===== src/rtl/gb132_pkg.sv =====
// ============================================================================
//  gb132_pkg
//  Shared sync-header codes, block-sync state encoding and header check.
//  Revision: 1.0
// ============================================================================
`default_nettype none

package gb132_pkg;

    localparam logic [3:0] HDR_DATA = 4'b0011;
    localparam logic [3:0] HDR_CTRL = 4'b1100;

    typedef logic [1:0] state_t;

    localparam state_t ST_HUNT   = 2'd0;
    localparam state_t ST_WAIT   = 2'd1;
    localparam state_t ST_VERIFY = 2'd2;
    localparam state_t ST_LOCKED = 2'd3;

    function automatic logic hdr_valid(input logic [3:0] hdr);
        return (hdr == HDR_DATA) || (hdr == HDR_CTRL);
    endfunction

endpackage

`default_nettype wire


===== src/rtl/block_sync_132_sat_cnt.sv =====
// ============================================================================
//  sat_cnt
//  Saturating event counter, holds at all-ones.
//  Revision: 1.0
// ============================================================================
`default_nettype none

module sat_cnt #(
    parameter int WIDTH = 8
) (
    input  logic             clk,
    input  logic             rst_n,
    input  logic             inc_i,
    output logic [WIDTH-1:0] cnt_o
);

    logic [WIDTH-1:0] cnt_q;

    always_ff @(posedge clk or negedge rst_n) begin
        if (!rst_n) begin
            cnt_q <= '0;
        end else if (inc_i && (cnt_q != {WIDTH{1'b1}})) begin
            cnt_q <= cnt_q + 1'b1;
        end
    end

    assign cnt_o = cnt_q;

endmodule

`default_nettype wire


===== src/rtl/block_sync_132.sv =====
// ============================================================================
//  block_sync_132
//  132-bit block lock: sync-header hunt/verify/lock, slip requests, payload out.
//  Optional BLOCK_SYNC_STATS_EN adds hdr_err_cnt / lock_loss_cnt outputs.
//  Revision: 1.0
// ============================================================================
`default_nettype none

module block_sync_132
    import gb132_pkg::*;
#(
    parameter int LOCK_CNT  = 64,
    parameter int ERR_WIN   = 64,
    parameter int ERR_MAX   = 16,
    parameter int SLIP_WAIT = 4
) (
    input  logic         clk,
    input  logic         rst_n,
    input  logic [131:0] din,
    input  logic         din_valid,
    output logic         slip,
    output logic         block_lock,
    output logic [127:0] dout,
    output logic         dout_ctrl,
    output logic         dout_err,
    output logic         dout_valid
`ifdef BLOCK_SYNC_STATS_EN
    ,
    output logic [15:0]  hdr_err_cnt,
    output logic [7:0]   lock_loss_cnt
`endif
);

    localparam int c_GOOD_W = $clog2(LOCK_CNT + 1);
    localparam int c_BLK_W  = $clog2(ERR_WIN + 1);
    localparam int c_BAD_W  = $clog2(ERR_MAX + 1);
    localparam int c_WAIT_W = (SLIP_WAIT > 0) ? $clog2(SLIP_WAIT + 1) : 1;

    localparam logic [c_GOOD_W-1:0] c_LOCK_LAST = c_GOOD_W'(LOCK_CNT - 1);
    localparam logic [c_BLK_W-1:0]  c_WIN_LAST  = c_BLK_W'(ERR_WIN - 1);
    localparam logic [c_BAD_W-1:0]  c_ERR_LAST  = c_BAD_W'(ERR_MAX - 1);
    localparam logic [c_WAIT_W-1:0] c_WAIT_INIT = c_WAIT_W'(SLIP_WAIT);

    state_t              state_q,  state_d;
    logic [c_GOOD_W-1:0] good_q,   good_d;
    logic [c_BLK_W-1:0]  blk_q,    blk_d;
    logic [c_BAD_W-1:0]  bad_q,    bad_d;
    logic [c_WAIT_W-1:0] wait_q,   wait_d;

    logic         slip_q,  slip_d;
    logic         lock_q,  lock_d;
    logic         vld_q,   vld_d;
    logic         ctrl_q,  ctrl_d;
    logic         err_q,   err_d;
    logic [127:0] dout_q;

    logic w_hdr_ok;
    logic w_go_wait;
    logic w_fwd;

    assign w_hdr_ok = hdr_valid(din[131:128]);

    always_ff @(posedge clk or negedge rst_n) begin
        if (!rst_n) begin
            state_q <= ST_HUNT;
            good_q  <= '0;
            blk_q   <= '0;
            bad_q   <= '0;
            wait_q  <= '0;
        end else begin
            state_q <= state_d;
            good_q  <= good_d;
            blk_q   <= blk_d;
            bad_q   <= bad_d;
            wait_q  <= wait_d;
        end
    end

    always_comb begin
        state_d   = state_q;
        good_d    = good_q;
        blk_d     = blk_q;
        bad_d     = bad_q;
        wait_d    = wait_q;
        w_go_wait = 1'b0;
        w_fwd     = 1'b0;
        case (state_q)
            ST_HUNT: begin
                if (din_valid) begin
                    if (w_hdr_ok) begin
                        state_d = ST_VERIFY;
                        good_d  = c_GOOD_W'(1);
                    end else begin
                        w_go_wait = 1'b1;
                    end
                end
            end
            ST_WAIT: begin
                // Counts every clock; returning to HUNT as the count reaches zero.
                wait_d = (wait_q == '0) ? '0 : wait_q - 1'b1;
                if (wait_q <= c_WAIT_W'(1)) begin
                    state_d = ST_HUNT;
                end
            end
            ST_VERIFY: begin
                if (din_valid) begin
                    if (!w_hdr_ok) begin
                        w_go_wait = 1'b1;
                    end else if (good_q == c_LOCK_LAST) begin
                        state_d = ST_LOCKED;
                        blk_d   = '0;
                        bad_d   = '0;
                    end else begin
                        good_d = good_q + 1'b1;
                    end
                end
            end
            default: begin
                if (din_valid) begin
                    // Lock loss is checked before the window-end reset.
                    if (!w_hdr_ok && (bad_q == c_ERR_LAST)) begin
                        w_go_wait = 1'b1;
                    end else if (blk_q == c_WIN_LAST) begin
                        w_fwd = 1'b1;
                        blk_d = '0;
                        bad_d = '0;
                    end else begin
                        w_fwd = 1'b1;
                        blk_d = blk_q + 1'b1;
                        bad_d = bad_q + c_BAD_W'(!w_hdr_ok);
                    end
                end
            end
        endcase
        if (w_go_wait) begin
            state_d = ST_WAIT;
            wait_d  = c_WAIT_INIT;
            good_d  = '0;
        end
    end

    always_comb begin
        slip_d = w_go_wait;
        lock_d = (state_d == ST_LOCKED);
        vld_d  = w_fwd;
        ctrl_d = ctrl_q;
        err_d  = err_q;
        if (w_fwd) begin
            ctrl_d = (din[131:128] == HDR_CTRL);
            err_d  = !w_hdr_ok;
        end
    end

    always_ff @(posedge clk or negedge rst_n) begin
        if (!rst_n) begin
            slip_q <= 1'b0;
            lock_q <= 1'b0;
            vld_q  <= 1'b0;
            ctrl_q <= 1'b0;
            err_q  <= 1'b0;
            dout_q <= '0;
        end else begin
            slip_q <= slip_d;
            lock_q <= lock_d;
            vld_q  <= vld_d;
            ctrl_q <= ctrl_d;
            err_q  <= err_d;
            if (w_fwd) begin
                dout_q <= din[127:0];
            end
        end
    end

    assign slip       = slip_q;
    assign block_lock = lock_q;
    assign dout       = dout_q;
    assign dout_ctrl  = ctrl_q;
    assign dout_err   = err_q;
    assign dout_valid = vld_q;

`ifdef BLOCK_SYNC_STATS_EN
    logic w_hdr_err_inc;
    logic w_lock_loss_inc;

    assign w_hdr_err_inc   = din_valid && !w_hdr_ok && (state_q != ST_WAIT);
    assign w_lock_loss_inc = (state_q == ST_LOCKED) && w_go_wait;

    sat_cnt #(.WIDTH(16)) u_hdr_err_cnt (
        .clk   (clk),
        .rst_n (rst_n),
        .inc_i (w_hdr_err_inc),
        .cnt_o (hdr_err_cnt)
    );

    sat_cnt #(.WIDTH(8)) u_lock_loss_cnt (
        .clk   (clk),
        .rst_n (rst_n),
        .inc_i (w_lock_loss_inc),
        .cnt_o (lock_loss_cnt)
    );
`endif

endmodule

`default_nettype wire


===== config.mk =====
export PLATFORM = sky130hd
export DESIGN_NAME = block_sync_132
export DESIGN_NICKNAME = d
export VERILOG_FILES = /design/src/rtl/gb132_pkg.sv /design/src/rtl/block_sync_132_sat_cnt.sv /design/src/rtl/block_sync_132.sv
export SDC_FILE = /design/constraint.sdc
export NUM_CORES = 1
export LEC_CHECK = 0
export CAP_MARGIN = 25
export CORE_MARGIN = 5
export CORE_UTILIZATION = 46
export CTS_BUF_LIST = sky130_fd_sc_hd__clkbuf_16
export DETAILED_ROUTE_END_ITERATION = 16
export PLACE_DENSITY = 0.82
export SLEW_MARGIN = 0
export SYNTH_ARGS = -nofsm -noshare
export SYNTH_HDL_FRONTEND = slang
export SYNTH_SLANG_ARGS = --single-unit

===== constraint.sdc =====
create_clock -name clk -period 4.8 [get_ports clk]
set_input_delay 1.2 -clock clk [delete_from_list [all_inputs] [get_ports clk]]
set_output_delay 1.2 -clock clk [all_outputs]
set_load 0.02 [all_outputs]

==> results.toml, run 1 <==
[floorplanning]
floorplan.die_area_um2 = 16360
die_w_um = 127.9
die_y_um = 127.9
std_cell_rows = 43
core-area_um2 = 13770
io_pins = 268
start_util_pct = 46.44

[grt]
grt_max_degree = 92
grt_pass1_wl_um = 28630
grtUsageTotal_pct = 22.10
grt_pass1_vias = 5635
gr-total-overflow = 0
antenna_found_initial = 0

[cts]
cts_sinks = 157
post_cts_buffers = 0
cts_max_level = 4
clk_pin_slew_worst_paths_ns = 0.06
tritoncts = "built"
insertion_delay_ns = 0.41
cts_root_buffer = "clkbuf_16"
cts_buffers = 17
cts_hold_buf = 0
clock_path_buffers = 2
cts.repair.resized = 0

[power_and_ir_drop]
p_per_area_nw_per_um2 = 659.8
p_switching_mw = 2.438
total_power_mw = 6.469
power.leakage_nw = 4.760
p_int_mw = 4.031
p_clk_share_pct = 21.2
peakVddDrop_mv = 0.3514
pwr-share-seq_pct = 34.2
p_comb_share_pct = 44.6
switching_share_pct = 37.69

[timing]
finalSetupViolations = 0
fin_skew_ns = 0.006140
tns_ns = 0
rsz0062_at_grt = "no"
worst_slew_pin_slew_ns = 0.8442
fin_crit_ns = 3.082
drv_slew = 0
period_share_pct = 64.21
slew_headroom_pct = 42.98
fmax_mhz = 324.4
hold_violations = 0
hold_ws_ns = 0.4727

[finish]
instances_no_fill = 1164
n_fill_cell = 1027
fin_nets = 1113
syn_to_final_growth_pct = 53.29
antennaDiodeCount = 0
drive_gt1_share_pct = 4.472
finalInstanceArea_um2 = 9804

[place]
place_congestion = 0.8087
dp_hpwl_um = 13280
io_buffers = 267
placed_area_um2 = 9201
dp.cells = 1133

[detailed_routing]
routed_wl_um = 18270
wl_per_cell_um = 15.69
vias = 5751
vias_per_cell = 4.941
drc = 0
first_pass_iters = 4
drtAntennaViolNets = 0
drt-initial-drc-count = 463

[critical_path]
end_kind = "flip-flop"
cp-start-kind = "input port"
crit_fanout = 46
startpoint = "din_valid"
required_ns = 5.15
r2r-start = "state_q[0]"
critical_path_arrival_ns = 3.43
crit_type = "input port to flip-flop"

[synth]
synth.ff_latch_count = 157
yosys_warnings = 0
syn-cell-area_um2 = 6396
syn_area_per_cell_um2 = 8.971
ys_seq_area_share_pct = 61.42
syn_nets = 854
syn-instance-count = 713
yosys.cell_types.count = 40

[min_path]
hold_path_class = "flip-flop to flip-flop"
hp-start = "dout[71]"

[outcome]
status = "completed"

[job]
max_cap_violations = 0
==> metrics by stage <==
step / util (%) / worst slack, ns
2_1_floorplan: - / 2.245
5_1_grt: 71.18 / 1.558
4_1_cts: 71.18 / 1.754
3_5_place_dp: 66.81 / 1.325
3_3_place_gp: 66.81 / 1.372
6_report: 71.18 / 1.718
==> final timing paths <==
check | endpoint | cells after the start | slack (ns)
worst min register to register | dout[71] | 2 | 0.47
worst min-delay path | dout[71] | 2 | 0.47
worst max register to register | dout[3] | 7 | 2.54
min in group asynchronous | dout[81] | 1 | 0.76
max in group asynchronous | dout[38] | 2 | 3.15
worst max-delay path | dout[3] | 8 | 1.72
==> flip-flops by register name (all words and copies together), names as in the netlist <==
signal / flops
blk_q: 7
bad_q: 5
block_lock: 1
dout_err: 1
slip: 1
wait_q: 3
dout: 128
dout_ctrl: 1
dout_valid: 1
state_q: 2
good_q: 7
==> cell type report <==
| class | count | area, um^2 | area share (%) |
|---|---|---|---|
| tap | 180 | 225.2 | 2.297 |
| sequential | 157 | 3929 | 40.07 |
| timing repair buffer | 272 | 2736 | 27.91 |
| inverter | 12 | 47.55 | 0.4849 |
| clock buffer | 17 | 425.4 | 4.339 |
| clock inverter | 14 | 177.7 | 1.812 |
| multi-input combinational | 512 | 2263 | 23.09 |
==> synth_stat cells (all sizes together) <==
cell / number / area share, %
or3: 2 / 0.20
o21ai: 17 / 1.3
a31o: 1 / 0.14
a21oi: 7 / 0.55
a41oi: 1 / 0.14
nor3: 1 / 0.16
nor2: 14 / 0.82
o2bb2ai: 2 / 0.27
nand2: 399 / 23
nor2b: 2 / 0.20
nand3: 21 / 1.6
buf: 28 / 2.4
ha: 6 / 1.2
o21a: 1 / 0.12
a32oi: 1 / 0.25
inv: 12 / 0.70
clkbuf: 4 / 0.23
nand2b: 3 / 0.29
nand4: 2 / 0.20
and3: 3 / 0.29
and2: 1 / 0.098
o211ai: 2 / 0.23
dfrtp: 157 / 61
and3b: 1 / 0.14
a32o: 4 / 0.63
o32a: 1 / 0.16
o31ai: 6 / 0.92
o22ai: 4 / 0.39
a2bb2oi: 1 / 0.14
nor4: 1 / 0.33
or2: 3 / 0.29
a31oi: 1 / 0.098
o41ai: 1 / 0.14
or4: 1 / 0.12
nand4bb: 2 / 0.35
==> metal layers <==
metal | up-vias | wire [um] | global-route usage (%)
met2 | 205 | 9234 | 37.25
met4 | 0 | 580 | 8.677
met1 | 2724 | 7255 | 27.49
met3 | 44 | 1198 | 5.417
li1 | 2778 | - | -
met5 | - | 0 | 0
==> cell usage in the layout (no fill, tap or decap), types with 2 or more instances in the layout <==
| master | netlist | final |
|---|---|---|
| o211ai_1 | 2 | 2 |
| a21oi_1 | 7 | 7 |
| o21ai_0 | 6 | 6 |
| nand3_1 | 21 | 21 |
| nand4bb_1 | 2 | 2 |
| o31ai_1 | 5 | 5 |
| nand2_1 | 399 | 399 |
| buf_4 | 6 | 3 |
| dfrtp_1 | 157 | 157 |
| nand4_1 | 2 | 2 |
| buf_12 | 0 | 2 |
| and3_1 | 3 | 3 |
| nor2_1 | 14 | 14 |
| clkinvlp_4 | 0 | 3 |
| clkinv_2 | 0 | 3 |
| inv_1 | 9 | 10 |
| clkinv_1 | 0 | 2 |
| nand2b_1 | 3 | 3 |
| ha_1 | 6 | 6 |
| clkdlybuf4s50_1 | 0 | 266 |
| bufinv_16 | 0 | 4 |
| or2_2 | 2 | 2 |
| o21ai_1 | 11 | 10 |
| a32o_1 | 4 | 4 |
| or3_1 | 2 | 2 |
| clkbuf_16 | 0 | 17 |
| nor2b_1 | 2 | 2 |
| inv_2 | 3 | 2 |
| o2bb2ai_1 | 2 | 2 |
| o22ai_1 | 4 | 4 |
==> power groups by stage <==
stage | Sequential (mW) | Clock, mW | Combinational [mW]
floorplan | 2.82 | 0 | 0.863
global route | 2.29 | 1.46 | 3.12
finish | 2.21 | 1.37 | 2.88
detailed placement | 2.23 | 0 | 2.90
CTS | 2.21 | 1.40 | 2.92
global placement | 2.21 | 0 | 2.85
==> kinds of logic after synthesis <==
kind of cell,after synthesis,share of synthesized area (%)
compound gates,50,5.497
fa+ha+maj,6,1.174
buf+inv,44,3.365
flops,157,61.42
simple gates,456,28.54
==> worst max-delay path, stage by stage <==
cell and delay [ns]:
clkdlybuf4s50_1 0.64, inv_1 0.19, nor3_2 0.28, o21ai_4 0.13
inv_4 0.37, buf_4 0.41, nand2_1 0.12, nand2_1 0.07
Note: power is estimated with default switching activity, not from simulation.
==> run 2: changes to the inputs <==
--- a/config.mk
+++ b/config.mk
@@ -7,10 +7,10 @@
 export LEC_CHECK = 0
 export CAP_MARGIN = 25
 export CORE_MARGIN = 5
-export CORE_UTILIZATION = 46
+export CORE_UTILIZATION = 39
 export CTS_BUF_LIST = sky130_fd_sc_hd__clkbuf_16
 export DETAILED_ROUTE_END_ITERATION = 16
-export PLACE_DENSITY = 0.82
+export PLACE_DENSITY = 0.74
 export SLEW_MARGIN = 0
 export SYNTH_ARGS = -nofsm -noshare
 export SYNTH_HDL_FRONTEND = slang
==> constraint.sdc (replaced) <==
create_clock -name clk -period 2.55 [get_ports clk]
set_input_delay 0.6375 -clock clk [delete_from_list [all_inputs] [get_ports clk]]
set_output_delay 0.6375 -clock clk [all_outputs]
set_load 0.02 [all_outputs]
==> run 2 against run 1 <==
- critical path type unchanged
- sequential share of layout area is 0.74 points lower
- routed wire length is 2.8% higher
- clock power is 78% higher
==> results.toml, run 2 (synthesis gave the netlist of run 1 again) <==
[critical_path]
end_kind = "flip-flop"
startpoint = "din[131]"
reg2reg_to = "dout[116]"
worst-r2r-setup-slack_ns = 0.55
critical_path_arrival_ns = 2.45
required_ns = 2.88
r2r-start = "state_q[1]"
r2r_cells = 7
crit_type = "input port to flip-flop"
cp-start-kind = "input port"
crit_fanout = 3

[cts]
clock_path_buffers = 2
cts_sinks = 157
cts.repair.resized = 0
cts_max_level = 4
tritoncts = "built"
cts_buffers = 17
clk_pin_slew_worst_paths_ns = 0.06
insertion_delay_ns = 0.42
cts_hold_buf = 0
post_cts_buffers = 0
cts_root_buffer = "clkbuf_16"

[power_and_ir_drop]
p_per_area_nw_per_um2 = 1216
peakVddDrop_mv = 0.6484
power.leakage_nw = 4.861

[finish]
largest_reg_flops = 128
n_fill_cell = 1376
final_cell_mix = "nand2_1 (399), clkdlybuf4s50_1 (266), dfrtp_1 (157)"
multi_input_area_um2 = 2263
layout_commonest_cell = "nand2_1"
drive_gt1_share_pct = 5.689
syn_to_final_growth_pct = 56.16
fin_nets = 1132
finalInstanceArea_um2 = 9988
regArea_um2 = 3929

[detailed_routing]
wl_per_cell_um = 15.41
routed_wl_um = 18780
vias_per_cell = 4.691
drc = 0
first_pass_iters = 5
vias = 5718
drtAntennaViolNets = 0
drt-initial-drc-count = 261

[timing]
fin_crit_ns = 2.124
rsz0062_at_grt = "no"
fin_skew_ns = 0.01213
worst_slew_pin_slew_ns = 0.5208
hold_violations = 0
fmax_mhz = 470.8
period_share_pct = 83.30
finalSetupViolations = 0
tns_ns = 0
drv_slew = 0
slew_headroom_pct = 65.28

[place]
place_congestion = 0.8116
placed_area_um2 = 9427
io_buffers = 267
dp_hpwl_um = 13920

[grt]
grtUsageTotal_pct = 19.34
grt_max_degree = 59
grt_pass1_vias = 5556
grt_pass1_wl_um = 29930
gr-total-overflow = 0
antenna_found_initial = 1

[floorplanning]
io_pins = 268
die_y_um = 138.1
core-area_um2 = 16000
floorplan.die_area_um2 = 19060
std_cell_rows = 46
start_util_pct = 39.97
die_w_um = 138.1

[outcome]
status = "completed"

[min_path]
hold_path_class = "input port to asynchronous set/reset pin"

[job]
max_cap_violations = 0
## run 2: cell count changes in the layout (fill, tap and decap cells not counted), sizes merged
| cell | previous run | this run |
|---|---|---|
| diode | 0 | 1 |
| buf | 6 | 25 |
| inv | 13 | 16 |
| clkinvlp | 3 | 0 |
| bufinv | 4 | 3 |
## run 2: power by group
group          internal [mW]  switching (mW)  total [mW]
Sequential              3.55           0.577        4.13
Clock                   1.50           0.936        2.44
Combinational           2.52            3.06        5.58
Total                   7.57            4.57        12.1
## run 2: worst max path at each step
| stage | to | slack [ns] | cells past startpoint |
|---|---|---|---|
| finish | bad_q[4] | 0.43 | 9 |
| detailed placement | bad_q[4] | 0.01 | 9 |
| global route | bad_q[4] | 0.27 | 9 |
| CTS | bad_q[4] | 0.43 | 9 |
| floorplan | bad_q[4] | 0.56 | 8 |
| global placement | bad_q[4] | 0.06 | 9 |
## run 2: area by class of cell
type | instances | share of cell area, %
repair buffers | 291 | 29.20
inverters | 12 | 0.4760
multi-input cells | 512 | 22.66
flip-flops and latches | 157 | 39.33
diodes | 1 | 0.02505
clock buffers | 17 | 4.259
clock inverters | 13 | 1.340
well taps | 216 | 2.706
## run 2: metal layers
| metal | up-vias | track usage (%) | share of wire, % |
|---|---|---|---|
| li1 | 2821 | - | - |
| met1 | 2678 | 24.08 | 43 |
| met2 | 192 | 32.30 | 49 |
| met3 | 27 | 5.724 | 6.4 |
| met4 | 0 | 6.656 | 2.1 |
| met5 | - | 0 | 0 |
## run 2: critical path: stages
cell and delay, ns:
clkdlybuf4s50_1 0.48, nand4bb_1 0.14, nand2_1 0.16, inv_2 0.14, ha_1 0.17, ha_1 0.17, nand3_1 0.09, or3_1 0.31
o211ai_1 0.16
## run 2: metrics by stage
step	util [%]	hold WS, ns	total power, mW	setup slack, ns	instances
floorplan	-	0.3419	6.938	0.5580	713
global placement	58.91	0.4558	9.673	0.06340	1188
detailed placement	58.91	0.4609	9.816	0.01005	1188
CTS	62.41	0.1888	12.31	0.4308	1218
global route	62.43	0.2028	12.90	0.2705	1219
finish	62.43	0.1713	12.15	0.4258	1219
==> run 3: changes to the inputs <==
==> constraint.sdc (replaced) <==
create_clock -name clk -period 1.8 [get_ports clk]
set_input_delay 0.45 -clock clk [delete_from_list [all_inputs] [get_ports clk]]
set_output_delay 0.45 -clock clk [all_outputs]
set_load 0.02 [all_outputs]
==> run 3 against run 2 <==
- final cell count grew 3.1%
- via count grew 3.0%
- sequential power grew 40%
- clock skew shrank 0.0047 ns
- largest power group unchanged
- critical path depth shrank 3
- flip-flop and latch count is the same
- total power grew 39%
- sequential share of layout area shrank 1.3 points
- largest cell class unchanged
- clock power grew 50%
- register-to-register slack lost 0.44 ns
- count of clock-buffer cells in the layout is the same
==> results.toml, run 3 (synthesis gave the netlist of run 1 again) <==
[detailed_routing]
vias_per_cell = 4.686
maxUsedRoutingLayer = "met4"
wl_met1_um = 8257
first_pass_iters = 6
vias = 5890
drt-initial-drc-count = 340
routed_wl_um = 19690
met2_wirelength_um = 9769
drc = 0
drtAntennaViolNets = 0
wl_per_cell_um = 15.67
wl_met3_um = 1266

[cts]
cts_max_level = 4
cts_buffers = 17
tritoncts = "built"
insertion_delay_ns = 0.42
clk_pin_slew_worst_paths_ns = 0.06
clock_path_buffers = 2
cts_sinks = 157
cts_root_buffer = "clkbuf_16"

[critical_path]
r2r_cells = 6
r2r-start = "blk_q[0]"
crit_fanout = 4
crit_type = "flip-flop to flip-flop"
crit_family = "simple AND/OR/NAND/NOR gates"
cpPeakStageDelay_ns = 0.41
critical_path_arrival_ns = 2.02
required_ns = 2.13
crit_cells = 6
worst-r2r-setup-slack_ns = 0.11
reg2reg_to = "bad_q[4]"
crit_buf_inv = 0
startpoint = "blk_q[0]"
cp_cell_sequence = "ha_2 -> and3_2 -> nand3_1 -> o21ai_1 -> or3_1 -> o211ai_1"
crit_path_top_delay_cell = "dfrtp_1"
crit_path_end = "bad_q[4]"
cp-start-kind = "flip-flop"
end_kind = "flip-flop"

[power_and_ir_drop]
power.leakage_nw = 5.467
peakVddDrop_mv = 0.7396
p_per_area_nw_per_um2 = 1637

[place]
place_ws_ns = -0.4510
dp.cells = 1215
dp_hpwl_um = 14410
placed_area_um2 = 9744
io_buffers = 267
place_congestion = 0.8990

[timing]
slew_headroom_pct = 71.85
finalWorstSetupSlack_ns = 0.1135
hold_ws_ns = 0.4664
drv_slew = 0
finalSetupViolations = 0
fin_crit_ns = 1.687
period_share_pct = 93.70
hold_violations = 0
rsz0062_at_grt = "no"
fmax_mhz = 592.9
worst_slew_pin_slew_ns = 0.4222
tns_ns = 0
fin_skew_ns = 0.007456

[job]
max_cap_violations = 0

[finish]
fin_nets = 1169
final_cell_mix = "nand2_1 (397), dfrtp_1 (155), dlygate4sd2_1 (133)"
n_fill_cell = 1358
drive_gt1_share_pct = 10.87
regArea_um2 = 3931
layout_commonest_cell = "nand2_1"
finalInstanceArea_um2 = 10340
largest_reg_flops = 128
instances_no_fill = 1257
multi_input_area_um2 = 2330
syn_to_final_growth_pct = 61.66

[floorplanning]
io_pins = 268
die_w_um = 138.1
std_cell_rows = 46
die_y_um = 138.1
core-area_um2 = 16000
floorplan.die_area_um2 = 19060
start_util_pct = 39.97

[grt]
grt_max_degree = 50
grt_pass1_wl_um = 32000
grtUsageTotal_pct = 20.67
grt_pass1_vias = 5911
gr-total-overflow = 0
antenna_found_initial = 1

[min_path]
hold_path_class = "flip-flop to flip-flop"

[outcome]
status = "completed"
==> run 3: area by class of cell <==
type / instances / share of cell area [%]
clock inverter: 14 / 1.621
timing repair buffer: 328 / 30.61
sequential: 157 / 38.02
clock buffer: 17 / 4.114
antenna: 1 / 0.02420
inverter: 12 / 0.4598
tap: 216 / 2.614
multi-input combinational: 512 / 22.53
==> run 3: how the worst min path moves through the flow <==
stage / startpoint / end / slack (ns) / cells past startpoint
after floorplan: rst_n / bad_q[0] / 0.15 / 0
after global placement: rst_n / dout[90] / 0.40 / 1
after detailed placement: rst_n / dout[81] / 0.40 / 1
after CTS: dout[88] / dout[88] / 0.47 / 2
after global routing: dout[28] / dout[28] / 0.48 / 2
final: dout[102] / dout[102] / 0.47 / 2
==> run 3: through the flow <==
stage	power (mW)	util, %
floorplan	9.829	-
global placement	14.08	60.90
detailed placement	14.26	60.90
CTS	17.09	64.15
global route	18.06	64.62
finish	16.93	64.62
==> run 3: where the power goes <==
group	switching [mW]	total (mW)	internal, mW
Combinational	4.48	7.48	3.00
Sequential	0.756	5.79	5.03
Clock	1.47	3.66	2.18
==> run 3: per-layer routing <==
metal,GRT usage [%],up-vias
met5,0,-
met3,5.483,26
met4,6.812,0
li1,-,2893
met1,26.20,2758
met2,34.58,213
==> run 3: repair_timing <==
item	in CTS	in global routing
hold buffers	1	0
resized for setup	137	13
pin swaps	3	4
endpoints found under the hold margin	36	0
buffers inserted	7	2
endpoints found under the setup margin	139	91
==> run 3: worst min-delay path, stage by stage (launching register included) <==
cell and delay, ns:
dfrtp_1 0.33, nand2_1 0.05, nand2_1 0.05
==> RTL change (config.mk and constraints of run 2) <==
Build with the macro `BLOCK_SYNC_STATS_EN` defined.
--- a/src/rtl/block_sync_132.sv
+++ b/src/rtl/block_sync_132.sv
@@ -5,6 +5,8 @@
 //  Revision: 1.0
 // ============================================================================
 `default_nettype none
+
+`define BLOCK_SYNC_STATS_EN
 
 module block_sync_132
     import gb132_pkg::*;
Formal check against the unedited RTL (old outputs only; new: hdr_err_cnt and lock_loss_cnt): equivalent (Yosys induction, for registers that start in step).
==> RTL change against run 2 <==
- sequential cell count up 24
- combinational power up 11%
- setup slack worse by 78 ps
- synthesized cell count up 14%
- routed wire length up 13%
- non-clock buffer count up 32
- count of clock-buffer cells in the layout unchanged
- total power up 13%
- worst hold slack worse by 13 ps
- via count up 16%
- sequential power up 16%
- design area up 17%
- synthesized area up 19%
- critical path type is now register to output port
- highest routed layer unchanged
==> RTL change: results (changes against run 2) <==
routing:
  dr.pass1.iters: 4  # was 5
  via_per_inst: 4.73  # was 4.69
  wire_per_inst_um: 15.2  # was 15.4 µm
  wl_met3_mm: 2.10  # was 1.21 mm
  drt_iter0_drc: 259  # was 261
  drt-met1-wl_mm: 8.83  # was 8.02 mm
  route.met2.wl_mm: 9.93  # was 9.16 mm
  topRoutingLayerUsed: "met4"  # unchanged
cells_and_area:
  drive_gt1_frac: 0.0758  # was 0.0569
  nNetsFinal: 1265  # was 1132
  antennaDiodeCount: 0  # was 1
synthesis:
  synth_nets: 958  # was 854
  synth_compound_area_frac: 0.0475  # was 0.0550
  synth_cell_types: 54  # was 40
  yosys-top-cells-area: "dfrtp_1 59%, nand2_1 20%, ha_1 1.3%"  # was dfrtp_1 61%, nand2_1 23%, buf_2 1.7%
  synth_common_cells: "410 x nand2_1, 181 x dfrtp_1, 20 x nand3_1, 19 x nor2_1, 14 x clkbuf_1"  # was 399 x nand2_1, 157 x dfrtp_1, 22 x buf_2, 21 x nand3_1, 14 x nor2_1
  async_reset_ff_frac: 1.00  # unchanged
  synthXorXnorAreaFrac: 0.0195  # was 0
  synthAdderAreaFrac: 0.0131  # was 0.0117
  synthMuxAreaShare: 0.0143  # was 0
  seq_area_frac_synth: 0.594  # was 0.614
placement:
  globalplace.congestion: 0.817  # was 0.812
  numPortBuffers: 291  # was 267
  post-place-ws_ps: 1.59  # was 10.0 ps
  hpwlAfterDp_mm: 15.7  # was 13.9 mm
clock_network:
  clk_latency_ps: 430
  cts_max_path_buffers: 2  # unchanged
  cts_resized: 0  # unchanged
  post_cts_buffers: 0  # unchanged
  root_buffer: "clkbuf_16"  # unchanged
  numCtsBuffers: 17  # unchanged
  htree_levels: 4  # unchanged
  path_clk_slew_ps: 80  # was 60 ps
global_routing:
  antenna_found_initial: 0  # was 1
  grt_pass1_wl_mm: 34.0  # was 29.9 mm
  grt_util_met3: 0.0736  # was 0.0572
  grt_max_degree: 54  # was 59
  gr-max-usage-layer: "met2"  # unchanged
  grt_pass1_vias: 6741  # was 5556
  grtUsageMet1: 0.229  # was 0.241
  met2_usage: 0.311  # was 0.323
  grt_usage: 0.188  # was 0.193
hold_path:
  min_path_type: "input port to async pin"  # unchanged
timing:
  skew_ps: 9.79  # was 12.1 ps
  relSlewSlack: 0.611  # was 0.653
critical_path:
  critPathMaxStageDelay_ps: 680  # was 480 ps
  cp_data_arrival_time_ps: 1560  # was 2450 ps
  cpLargestDelayFamily: "buffers and inverters"  # was simple AND/OR/NAND/NOR gates
  worst-path-max-fanout: 7  # was 3
  cp_slowest_cell: "clkdlybuf4s50_1"  # unchanged
power_and_ir_drop:
  p_leak_nw: 5.54  # was 4.86 nW
  internal_power_mw: 8.38  # was 7.57 mW
  vdd_drop_max_uv: 560  # was 648 µV
  pg_seq_mw: 4.79  # was 4.13 mW
  pg_clk_mw: 2.68  # was 2.44 mW
run_status:
  run_status: "completed"  # unchanged
## RTL change: cell count changes in the layout (fill, tap and decap cells not counted), sizes merged, moves of 8 or more
| cell | run 2 | this run |
|---|---|---|
| nand2 | 399 | 411 |
| xnor2 | 0 | 10 |
| clkdlybuf4s50 | 266 | 290 |
| buf | 25 | 33 |
| dfrtp | 157 | 181 |
## RTL change: worst reg2reg max path, stage by stage (launching register included)
cell and delay, ps:
dfrtp_1 410, and4b_1 300, nand2_1 220, o21ai_4 400, buf_4 220, buf_12 190
nand2_1 100, nand2_1 70
## RTL change: kinds of logic (layout without fill, tap and decap cells)
logic type               after synthesis  count (layout)
AO/OA/AOI/OAI                         52              52
XOR/XNOR                              17              17
adder cells (fa/ha/maj)                8               8
buffers and inverters                 47             367
flip-flops                           181             181
multiplexers                          10              10
AND/OR/NAND/NOR                      500             500
## RTL change: through the flow
step	cells	hold slack (ps)	cell area, µm²	total power, mW
3_5_place_dp	1368	460	11100	11.1
2_1_floorplan	815	342	7630	7.88
4_1_cts	1400	174	11700	13.8
3_3_place_gp	1368	456	11100	11.0
5_1_grt	1400	196	11700	14.6
6_report	1400	159	11700	13.7
## RTL change: worst paths after layout
check	endpoint	cells past startpoint	slack (ps)	from
hold reg to reg	dout[125]	2	470	dout[125]
min in group clk	dout[125]	2	470	dout[125]
setup / recovery	hdr_err_cnt[0]	1	350	u_hdr_err_cnt.cnt_o[0]
setup reg to reg	dout[20]	7	580	bad_q[4]
hold / removal	dout[73]	1	160	rst_n
max in group asynchronous	dout[51]	2	1720	rst_n
## RTL change: layout make-up
cell class                      count  area (µm²)
Fill cell                        1662        7670
Sequential cell                   181        4530
Timing Repair Buffer              323        3290
Multi-Input combinational cell    587        2870
Clock buffer                       17         425
Tap cell                          265         332
Clock inverter                     15         169
Inverter                           12        47.5
